## src/rtl/cp0_defs.sv

```systemverilog
// Shared CP0 definitions: register numbers, ExcCode values and SR/Cause field positions.
// Used by the W-stage cp0_unit and its optional cp0_timer.
package cp0_defs;

  typedef enum logic [4:0] {
    REG_COUNT   = 5'd9,
    REG_COMPARE = 5'd11,
    REG_SR      = 5'd12,
    REG_CAUSE   = 5'd13,
    REG_EPC     = 5'd14,
    REG_PRID    = 5'd15
  } cp0_reg_e;

  typedef enum logic [4:0] {
    EXC_INT     = 5'd0,
    EXC_ADEL    = 5'd4,
    EXC_ADES    = 5'd5,
    EXC_SYSCALL = 5'd8,
    EXC_RI      = 5'd10,
    EXC_OV      = 5'd12
  } exc_code_e;

  localparam int SR_IE        = 0;
  localparam int SR_EXL       = 1;
  localparam int SR_IM_LO     = 10;
  localparam int SR_IM_HI     = 15;

  localparam int CAUSE_EXC_LO = 2;
  localparam int CAUSE_EXC_HI = 6;
  localparam int CAUSE_IP_LO  = 10;
  localparam int CAUSE_IP_HI  = 15;
  localparam int CAUSE_TI     = 30;
  localparam int CAUSE_BD     = 31;

endpackage

```

## src/rtl/cp0_timer.sv

```systemverilog
// Count/Compare timer: Count ticks every cycle, TI sets (sticky) when Count hits Compare after a tick.
// Loading Count suppresses that cycle's tick; writing Compare clears TI.
module cp0_timer (
  input  logic        clk,
  input  logic        reset_n,
  input  logic        count_we,
  input  logic        compare_we,
  input  logic [31:0] wdata,
  output logic [31:0] count,
  output logic [31:0] compare,
  output logic        ti
);

  logic [31:0] count_q, count_d;
  logic [31:0] compare_q, compare_d;
  logic        ti_q, ti_d;

  always_comb begin
    count_d   = count_we ? wdata : count_q + 32'd1;
    compare_d = compare_we ? wdata : compare_q;
    ti_d      = ti_q;
    if (compare_we) begin
      ti_d = 1'b0;
    end else if (!count_we && (count_d == compare_q)) begin
      ti_d = 1'b1;
    end
  end

  always_ff @(posedge clk or negedge reset_n) begin
    if (!reset_n) begin
      count_q   <= '0;
      compare_q <= '0;
      ti_q      <= 1'b0;
    end else begin
      count_q   <= count_d;
      compare_q <= compare_d;
      ti_q      <= ti_d;
    end
  end

  assign count   = count_q;
  assign compare = compare_q;
  assign ti      = ti_q;

endmodule

```

## src/rtl/cp0_unit.sv

```systemverilog
// W-stage CP0 (SR/Cause/EPC/PRId): combinational flush req, state updates on the next edge, no backpressure.
// Optional Count/Compare timer under CP0_COUNT_EN.
module cp0_unit
  import cp0_defs::*;
#(
  parameter logic [31:0] HANDLER_ADDR = 32'h0000_4180,
  parameter logic [31:0] PRID_VAL     = 32'h2024_1127
) (
  input  logic        clk,
  input  logic        reset_n,
  input  logic [4:0]  exc_code,
  input  logic [31:0] exc_pc,
  input  logic        exc_bd,
  input  logic        instr_valid,
  input  logic [5:0]  hw_int,
  input  logic        we,
  input  logic [4:0]  cp0_addr,
  input  logic [31:0] wdata,
  input  logic        eret,
  output logic [31:0] rdata,
  output logic        req,
  output logic [31:0] epc_out,
  output logic [31:0] handler_pc
);

  logic [5:0]  im_q, im_d;
  logic        exl_q, exl_d;
  logic        ie_q, ie_d;
  logic        bd_q, bd_d;
  logic [4:0]  exccode_q, exccode_d;
  logic [5:0]  ip_q, ip_next;
  logic [31:0] epc_q, epc_d;
  logic        ti, int_req, exc_req, wr_en;
  logic [31:0] sr_rd, cause_rd;

`ifdef CP0_COUNT_EN
  logic [31:0] count, compare;

  cp0_timer u_timer (
    .clk        (clk),
    .reset_n    (reset_n),
    .count_we   (wr_en && (cp0_addr == REG_COUNT)),
    .compare_we (wr_en && (cp0_addr == REG_COMPARE)),
    .wdata      (wdata),
    .count      (count),
    .compare    (compare),
    .ti         (ti)
  );
`else
  assign ti = 1'b0;
`endif

  // Interrupt decision uses the IP value being latched this cycle, so no sampling delay.
  assign ip_next = {hw_int[5] | ti, hw_int[4:0]};
  assign int_req = (|(ip_next & im_q)) & ie_q & ~exl_q;
  assign exc_req = instr_valid & (exc_code != EXC_INT) & ~exl_q;
  assign req     = int_req | exc_req;
  assign wr_en   = we & ~req;

  always_comb begin
    im_d      = im_q;
    exl_d     = exl_q;
    ie_d      = ie_q;
    bd_d      = bd_q;
    exccode_d = exccode_q;
    epc_d     = epc_q;
    if (req) begin
      exl_d     = 1'b1;
      exccode_d = int_req ? 5'(EXC_INT) : exc_code;
      bd_d      = exc_bd;
      epc_d     = (exc_bd ? exc_pc - 32'd4 : exc_pc) & ~32'h3;
    end else begin
      if (we && (cp0_addr == REG_SR)) begin
        im_d  = wdata[SR_IM_HI:SR_IM_LO];
        exl_d = wdata[SR_EXL];
        ie_d  = wdata[SR_IE];
      end
      if (we && (cp0_addr == REG_EPC)) begin
        epc_d = wdata & ~32'h3;
      end
      // eret's EXL clear overrides a simultaneous SR write.
      if (eret) begin
        exl_d = 1'b0;
      end
    end
  end

  always_ff @(posedge clk or negedge reset_n) begin
    if (!reset_n) begin
      im_q      <= '0;
      exl_q     <= 1'b0;
      ie_q      <= 1'b0;
      bd_q      <= 1'b0;
      exccode_q <= '0;
      ip_q      <= '0;
      epc_q     <= '0;
    end else begin
      im_q      <= im_d;
      exl_q     <= exl_d;
      ie_q      <= ie_d;
      bd_q      <= bd_d;
      exccode_q <= exccode_d;
      ip_q      <= ip_next;
      epc_q     <= epc_d;
    end
  end

  always_comb begin
    sr_rd                           = '0;
    sr_rd[SR_IE]                    = ie_q;
    sr_rd[SR_EXL]                   = exl_q;
    sr_rd[SR_IM_HI:SR_IM_LO]        = im_q;
    cause_rd                        = '0;
    cause_rd[CAUSE_BD]              = bd_q;
    cause_rd[CAUSE_TI]              = ti;
    cause_rd[CAUSE_IP_HI:CAUSE_IP_LO]   = ip_q;
    cause_rd[CAUSE_EXC_HI:CAUSE_EXC_LO] = exccode_q;
  end

  always_comb begin
    rdata = '0;
    case (cp0_addr)
      REG_SR:      rdata = sr_rd;
      REG_CAUSE:   rdata = cause_rd;
      REG_EPC:     rdata = epc_q;
      REG_PRID:    rdata = PRID_VAL;
`ifdef CP0_COUNT_EN
      REG_COUNT:   rdata = count;
      REG_COMPARE: rdata = compare;
`endif
      default:     rdata = '0;
    endcase
  end

  assign epc_out    = epc_q;
  assign handler_pc = HANDLER_ADDR;

endmodule
```

## config.mk

```make
export PLATFORM = sky130hd
export DESIGN_NAME = cp0_unit
export DESIGN_NICKNAME = d
export VERILOG_FILES = /design/src/rtl/cp0_defs.sv /design/src/rtl/cp0_timer.sv /design/src/rtl/cp0_unit.sv
export SDC_FILE = /design/constraint.sdc
export NUM_CORES = 1
export LEC_CHECK = 0
export BUFFER_PORTS_ARGS = -buffer_cell sky130_fd_sc_hd__buf_2
export CAP_MARGIN = 10
export CORE_MARGIN = 2
export CORE_UTILIZATION = 50
export DETAILED_ROUTE_END_ITERATION = 8
export PLACE_DENSITY = 0.87
export SLEW_MARGIN = 20
export SYNTH_ARGS = -nofsm -noshare
export SYNTH_HDL_FRONTEND = slang
export SYNTH_HIERARCHICAL = 1
export SYNTH_SLANG_ARGS = --single-unit
```

## constraint.sdc

```tcl
create_clock -name clk -period 3.05 [get_ports clk]
set_input_delay 0 -clock clk [delete_from_list [all_inputs] [get_ports clk]]
set_output_delay 0 -clock clk [all_outputs]
set_load 0.005 [all_outputs]
```

==> run metrics <==
layer with the highest usage met2; clock root cell clkbuf_8; critical path's top delay family buffers and inverters; main flop type after synthesis dfrtp_1; final net count roughly 630; Crit path required time 3.05 ns; Cells after Synth 385; clk slew on worst S/H paths 0.09 ns; Post-synth EDFFs 0; RSZ-0062 raised after global routing no; post-synthesis register bit count 50; initial core utilization 0.5181; critical path class reg2out; cell taking the most area after synthesis dfrtp_1; crit-path max cell delay ~0.45 ns; worst slew pin tran 0.8389 ns; CP endpoint kind output port; Setup-failing EPs final 0; routability cong. 0.8999; total core area between 6000 and 7000 µm²; Post-synth top cells dfrtp_1 (50), buf_4 (34), mux2i_1 (33), nor2_1 (33), and3_1 (30); io pins 183; synth warn 6; CP Buf/Inv Count 3; die area 7769 µm²; M3 GR Usage 0.03864; Cell variety after synth between 40 and 50; H-tree levels 2; Yosys top cell area share 0.3535; Global Route met1 Usage 0.3595; Hold Path Class in2reg; status finished, final reports clean; FFs w/ async S/R, synth 1.000; Routed WL 11150 µm; total congestion overflow 0; Cells after DPL a little over 600; sequential-to-total area share from yosys stat 0.3535; Worst path slowest cell clkinv_1; critical path data arrival time about 2.4 ns; Avg WL per Cell 17.45 µm; vias in the first global route 3489; share of cells above drive strength 1 0.3278; Critical Path Source Type flip-flop; clk sink count 50; I/O Buffers 146; chip width 88.14 µm; vias approximately 3700; Rel. slew slack 0.4396; largest net degree at the start of global routing 34; FP Rows 30; Cell Pwr Density ~560 nW/µm²; Peak supply drop 258.2 µV; final hold vios 0; vias per cell roughly 5.7; antenna violations before repair 0; final period utilization 0.7805; detailed placement HPWL approximately 8000 µm; max-slew violations 0; Fmax approximately 420 MHz; first-pass GRT wire length between 15000 and 20000 µm; crit-path cells a22oi_1 -> a311oi_2 -> buf_4 -> nor2_2 -> clkinv_1 -> buf_2; largest cells by area after synthesis dfrtp_1 (35%), mux2i_1 (9.3%), buf_4 (7.2%); worst hold slack 0.003394 ns; Ant. Diodes 0; Clk Latency, worst-skew pair about 0.3 ns; total power 2553 µW; CTS max path bufs 2; drt drc 0; Final min period 2.380 ns; # Max-Cap Violations 0; synth-to-layout area growth 28.77%; largest fanout on the critical path 19; DRT Pass-1 Iters 5; TNS Setup 0 ns; die span in y 88.14 µm; Iteration-0 DRC Markers between 200 and 300; post-route antenna net violation count 0; GRT Total Usage 0.2846; non-filler cells, final 639; top-count cell post-synth dfrtp_1; Mapped Area 3540 µm²; clk_skew 0.01082 ns; GR Util met2 0.4828; Leak about 0.0023 µW; TritonCTS clock tree done; CTS Buf Count 5; Mapped Avg Cell Area 9.194 µm²
## power by group
part	internal (µW)	switching (µW)
Combinational	470	482
Clock	245	220
Sequential	921	214
Total	1640	917
## worst min-delay path: cells and delay by family
family	cells	cell delay (ns)
mux	1	0.06
compound gates	1	0.13
buf+inv	1	0.08
## through the flow
step	instance area (µm²)	utilization	worst slack, ns
after floorplan	3660	-	1.321
after global placement	4198	0.6145	0.7336
after detailed placement	4198	0.6145	0.4893
after CTS	4558	0.6672	0.7900
after global routing	4558	0.6672	0.5009
final	4558	0.6672	0.6696
## layout by cell type, fill, tap and decap left out, types with 2 or more instances in the layout
cell / n
a22oi_1: 7
a22o_1: 5
nor2b_1: 4
buf_4: 8
mux2_2: 8
dfrtp_1: 50
dlygate4sd3_1: 25
nand4_1: 6
buf_2: 146
clkbuf_8: 5
nand2b_1: 2
a31oi_1: 16
nor2_1: 32
xnor2_1: 5
conb_1: 34
nor4_2: 2
or3_4: 2
nand4b_1: 2
or3_1: 7
or4_1: 11
nand3_1: 5
o21ai_0: 11
a2111oi_0: 16
and3b_1: 2
o31ai_1: 10
mux2i_1: 33
and3_1: 30
inv_1: 4
nand2_1: 11
nor4_1: 2
nor3_1: 5
a21oi_1: 10
xor2_1: 8
## path summary, 6_finish.rpt
check                              from  slack [ns]  cells after the start           end
setup / recovery                im_q[0]        0.67                      6           req
hold / removal                 wdata[1]       0.003                      3         exl_q
setup reg to reg                im_q[0]        0.72                      6          bd_q
hold reg to reg            exccode_q[2]        0.51                      1  exccode_q[2]
max in group asynchronous       reset_n        2.10                      3    epc_out[3]
min in group asynchronous       reset_n        0.18                      2   epc_out[29]
## cell type report
class	instances	area (µm²)
clock buffer	6	72.57
fill	568	2273
sequential	50	1251
timing repair buffer	179	1041
multi-input combinational	301	2017
clock inverter	2	37.54
inverter	5	18.77
tap	96	120.1
## what timing repair did
item | CTS | global route
resized for setup | 0 | 0
setup buffers | 0 | 0
hold endpoints to repair | 43 | 0
hold buffers | 25 | 0
## layer usage
metal  vias to the layer above  wire [µm]
li1                       1691          -
met5                         -          0
met3                        32        890
met2                       196       5529
met4                         0        352
met1                      1737       4375
## sequential cells by signal (all words and copies together) (netlist names)
name and flops:
ip_q 6, ie_q 1, im_q 6, epc_out 30, exccode_q 5, bd_q 1
exl_q 1
## logic make-up after synthesis
| kind of cell | Yosys count | synth area share |
|---|---|---|
| simple gates | 133 | 0.2216 |
| compound gates | 79 | 0.1569 |
| buf+inv | 66 | 0.1113 |
| flops | 50 | 0.3535 |
| mux | 41 | 0.1188 |
| xor+xnor | 13 | 0.03217 |
| other cells | 2 | 0.002122 |
| fa+ha+maj | 1 | 0.003534 |
(Power assumes the default switching activity.)
